[src/rtl/huffman_decoder.sv]
// Serial Huffman decoder: latches a six-entry code table, then consumes one
// codeword bit per cycle (MSB first) and emits the decoded gray symbol 1..6.
module huffman_decoder #(
  parameter int TOTAL  = 100,  // symbols per frame
  parameter int MAXLEN = 7     // longest legal codeword; table entries are 8 bits wide
) (
  input  logic       clk,
  input  logic       reset,
  input  logic       code_valid,
  input  logic [7:0] HC1,
  input  logic [7:0] HC2,
  input  logic [7:0] HC3,
  input  logic [7:0] HC4,
  input  logic [7:0] HC5,
  input  logic [7:0] HC6,
  input  logic [7:0] M1,
  input  logic [7:0] M2,
  input  logic [7:0] M3,
  input  logic [7:0] M4,
  input  logic [7:0] M5,
  input  logic [7:0] M6,
  input  logic       bit_valid,
  input  logic       bit_in,
  output logic       bit_ready,
  output logic       sym_valid,
  output logic [7:0] sym_data,
  output logic [7:0] sym_cnt,
  output logic       dec_err,
  output logic       dec_done
);

  typedef enum logic [1:0] {S_WAIT_TABLE, S_DECODE, S_DONE} state_t;

  state_t     state_q, state_d;
  logic [7:0] hc_q  [6];
  logic [7:0] m_q   [6];
  logic [3:0] len_tab_q [6];   // codeword length of each symbol, from its mask
  logic [6:0] shreg_q, shreg_d;
  logic [3:0] len_q, len_d;
  logic [7:0] cnt_q, cnt_d;
  logic       sym_valid_q, sym_valid_d;
  logic       dec_err_q, dec_err_d;
  logic [7:0] sym_data_q, sym_data_d;

  logic [7:0] hc_in [6];
  logic [7:0] m_in  [6];
  logic [7:0] cand;
  logic [3:0] clen;
  logic       match_found;
  logic [2:0] match_idx;

  // Number of ones in a mask gives the codeword length.
  function automatic logic [3:0] popcount8(input logic [7:0] v);
    logic [3:0] n;
    n = 4'd0;
    for (int k = 0; k < 8; k++) n = n + {3'd0, v[k]};
    return n;
  endfunction

  // Gather the table ports into arrays so the lookup can loop over them.
  always_comb begin
    hc_in[0] = HC1; hc_in[1] = HC2; hc_in[2] = HC3;
    hc_in[3] = HC4; hc_in[4] = HC5; hc_in[5] = HC6;
    m_in[0]  = M1;  m_in[1]  = M2;  m_in[2]  = M3;
    m_in[3]  = M4;  m_in[4]  = M5;  m_in[5]  = M6;
  end

  // Candidate codeword including the incoming bit; scan downwards so the
  // lowest-numbered symbol wins when a table is not prefix-free.
  always_comb begin
    cand        = {shreg_q, bit_in};
    clen        = len_q + 4'd1;
    match_found = 1'b0;
    match_idx   = 3'd0;
    for (int i = 5; i >= 0; i--) begin
      if (len_tab_q[i] == clen && (cand & m_q[i]) == hc_q[i]) begin
        match_found = 1'b1;
        match_idx   = 3'(i + 1);
      end
    end
  end

  // Next-state and datapath update; a table load overrides everything else.
  always_comb begin
    state_d     = state_q;
    shreg_d     = shreg_q;
    len_d       = len_q;
    cnt_d       = cnt_q;
    sym_valid_d = 1'b0;
    dec_err_d   = 1'b0;
    sym_data_d  = sym_data_q;
    if (code_valid) begin
      state_d = S_DECODE;
      shreg_d = '0;
      len_d   = '0;
      cnt_d   = '0;
    end else if (state_q == S_DECODE && bit_valid) begin
      if (match_found) begin
        sym_valid_d = 1'b1;
        sym_data_d  = {5'd0, match_idx};
        shreg_d     = '0;
        len_d       = '0;
        cnt_d       = cnt_q + 8'd1;
        if (cnt_q + 8'd1 == 8'(TOTAL)) state_d = S_DONE;
      end else if (clen >= 4'(MAXLEN)) begin
        dec_err_d = 1'b1;
        shreg_d   = '0;
        len_d     = '0;
      end else begin
        shreg_d = cand[6:0];
        len_d   = clen;
      end
    end
  end

  // Code table registers, reloaded on every code_valid pulse.
  always_ff @(posedge clk or posedge reset) begin
    if (reset) begin
      for (int i = 0; i < 6; i++) begin
        hc_q[i]      <= '0;
        m_q[i]       <= '0;
        len_tab_q[i] <= '0;
      end
    end else if (code_valid) begin
      for (int i = 0; i < 6; i++) begin
        hc_q[i]      <= hc_in[i];
        m_q[i]       <= m_in[i];
        len_tab_q[i] <= popcount8(m_in[i]);
      end
    end
  end

  // State, bit accumulator, counter and registered output pulses.
  always_ff @(posedge clk or posedge reset) begin
    if (reset) begin
      state_q     <= S_WAIT_TABLE;
      shreg_q     <= '0;
      len_q       <= '0;
      cnt_q       <= '0;
      sym_valid_q <= 1'b0;
      dec_err_q   <= 1'b0;
      sym_data_q  <= '0;
    end else begin
      state_q     <= state_d;
      shreg_q     <= shreg_d;
      len_q       <= len_d;
      cnt_q       <= cnt_d;
      sym_valid_q <= sym_valid_d;
      dec_err_q   <= dec_err_d;
      sym_data_q  <= sym_data_d;
    end
  end

  assign bit_ready = (state_q == S_DECODE);
  assign dec_done  = (state_q == S_DONE);
  assign sym_valid = sym_valid_q;
  assign dec_err   = dec_err_q;
  assign sym_data  = sym_data_q;
  assign sym_cnt   = cnt_q;

endmodule

[config.mk]
export PLATFORM = sky130hd
export DESIGN_NAME = huffman_decoder
export DESIGN_NICKNAME = d
export VERILOG_FILES = /design/src/rtl/huffman_decoder.sv
export SDC_FILE = /design/constraint.sdc
export NUM_CORES = 1
export LEC_CHECK = 0
export CORE_UTILIZATION = 45
export CTS_CLUSTER_DIAMETER = 120
export DETAILED_ROUTE_END_ITERATION = 12
export PLACE_DENSITY = 0.7
export SYNTH_ARGS = -nofsm -noshare
export SYNTH_HDL_FRONTEND = slang
export SYNTH_SLANG_ARGS = --single-unit
export TNS_END_PERCENT = 30
[constraint.sdc]
create_clock -name clk -period 7.3 [get_ports clk]
set_clock_uncertainty 0.1 [all_clocks]
set_input_delay 1.825 -clock clk [delete_from_list [all_inputs] [get_ports clk]]
set_output_delay 1.825 -clock clk [all_outputs]
set_load 0.01 [all_outputs]
==> run metrics <==
Mapped Area=8070 um^2; Top Metal Used=met4; Syn. warnings=0; Hold Path Origin=m_q[23]; chip height=136 um; Post-CTS Repair Setup Buffers=0; met2 WL=8620 um; required time worst endpoint=7.51 ns; DP HPWL=12400 um; final period utilization=64.3%; # clock sinks=146; R2R Path Start=len_q[0]; status=complete, no violations; switching share of total power=26.6%; Metal-1 WL=7970 um; commonest non-fill, non-tap cell in the layout=dfrtp_1; Rows=48; vias in the first global route=5549; post-synthesis sequential area ratio=45.3%; MaxCap Viol Count=0; post-synthesis cell type count=58; FF-to-FF setup slack=3.71 ns; Hold Buf Count CTS=0; Power Density=239 nW/um^2; Logic pwr share=19.6%; CP arrival=4.90 ns; worst-margin pin slew=1.01 ns; Reg power frac=41.8%; Placer Congestion=0.828; CP Capture Type=register; met3 WL=902 um; via/cell ratio=5.12; final core utilization=57.2%; total gr overflow=0; core area=17400 um^2; Initial Util=46.3%; final WL=17700 um; # resized after CTS=0; FMAX=213 MHz; Hold Violations, Final=0; largest net degree at the start of global routing=106; io pins=121; critical path startpoint category=input pin; Antenna diodes=0; Clock Path Buffers=2; Final Worst Setup Slack=2.61 ns; worst vdd ir=0.169 mV; Mapped Cells=681; commonest non-fill, non-tap cells in the layout=dfrtp_1 (146), clkdlybuf4s50_1 (114), mux2_2 (108), inv_1 (74), nand2_1 (49); antenna viol nets, final=0; Buffers on Ports=115; nets=935; DP Worst Slack=2.18 ns; Lkg Pwr=4.28 nW; clock power share=38.6%; synthesized flop and latch total=146; Final Setup Violations=0; Synth Area per Inst=11.8 um^2; share of cells above drive strength 1=21.1%; Clock transition at path regs=0.06 ns; DR iter-0 viols=213; RSZ-0062 raised after global routing=false; Clock Latency Late Sink=0.42 ns; first-pass GRT wire length=28800 um; Die ar.=18500 um^2; worst hold path type=register to register; CTS tree=yes; Slew Limit Fails=0; initial antenna violation count=0; H-tree depth=4; Pre-antenna DRT Iters=4; Final min period=4.69 ns; gr usage total=20.8%; total net switching power=634 uW; Rel. slew slack=32.9%; kind of critical path=input pin to register; area grow syn2layout=23.5%; DRC violations left=0; vias=5258; Root Driver=clkbuf_16; DR WL/cell=17.2 um; CP startpoint=M2[0]; CTS Buf Count=17; Die W=136 um; setup TNS=0 ns; crit-path max FO=2; P_int=1.75 mW
-- power groups by stage --
stage               sequential, mW  combinational, mW  clock [mW]
finish                       0.997              0.466       0.919
global placement              1.01              0.449           0
global route                  1.01              0.523       0.973
CTS                          0.998              0.475       0.936
detailed placement            1.01              0.469           0
floorplan                    0.987              0.340           0
-- area by class of cell --
class	instances	area, um^2
inverters	75	287
flip-flops and latches	146	3650
fillers	1450	7450
clock inverters	12	180
clock buffers	20	437
repair buffers	117	1160
well taps	225	282
multi-input cells	432	3960
-- metrics by stage --
stage	hold WS, ns	std cells	instance area [um^2]	power, mW
floorplan	0.365	685	8080	1.33
global placement	0.381	995	9350	1.46
detailed placement	0.391	995	9350	1.48
CTS	0.404	1027	9960	2.41
global route	0.422	1027	9960	2.51
finish	0.406	1027	9960	2.38
-- cell usage after synthesis, drive strengths merged --
cell,n,share of area [%]
a31o,1,0.11
o22ai,7,0.54
nor3,11,1.2
ha,21,3.3
o2111a,1,0.14
o21ai,2,0.12
buf,15,1.4
o31ai,3,0.28
dlygate4sd3,1,0.12
o21a,1,0.093
and3,8,0.68
fa,24,6.0
a2111oi,1,0.34
o2111ai,1,0.11
dfrtp,146,45
conb,1,0.046
or3,1,0.078
a21boi,5,0.47
a21o,3,0.28
o22a,2,0.22
nand4,14,1.3
mux2,110,15
xor2,42,4.9
xnor3,1,0.28
xnor2,28,3.0
and3b,4,0.43
a21oi,22,1.5
and2,3,0.23
nand2,49,2.3
nor2b,2,0.19
clkbuf,16,0.74
a211oi,4,0.43
mux2i,6,0.74
a22o,8,0.87
and2b,1,0.11
or4,2,0.23
nor4,8,0.85
nand3b,2,0.19
inv,75,3.5
nor2,18,0.93
nand3,11,0.99
-- path summary, 6_finish.rpt --
path / endpoint / cells after the start
setup / recovery: len_tab_q[18] / 11
hold / removal: m_q[23] / 1
setup reg to reg: sym_cnt[6] / 9
hold reg to reg: m_q[23] / 1
max in group asynchronous: hc_q[37] / 3
min in group asynchronous: m_q[16] / 2
-- layer usage --
metal	vias up	global-route usage, %
li1	2500	-
met1	2633	28.0
met2	111	34.0
met3	14	4.33
met4	0	5.74
met5	-	0
-- logic make-up after synthesis --
kind of cell / synth area share (%)
AO/OA/AOI/OAI: 5.51
XOR/XNOR: 8.21
adder cells (fa/ha/maj): 9.21
buffers and inverters: 5.79
flip-flops: 45.3
multiplexers: 16.2
other: 0.0465
AND/OR/NAND/NOR: 9.74
-- critical path: stages --
cell	delay (ns)
clkdlybuf4s50_1	0.45
fa_1	0.55
inv_1	0.05
fa_1	0.50
fa_1	0.43
inv_1	0.07
ha_1	0.16
inv_1	0.06
fa_1	0.39
xnor2_1	0.15
mux2_2	0.26
-- state kept, by name, indices dropped and copies added, names as in the netlist, 2 cells and up --
name,cells
sym_cnt,8
m_q,48
shreg_q,7
state_q,2
sym_data,3
len_tab_q,24
hc_q,48
len_q,4
Note: power is estimated with default switching activity, not from simulation.
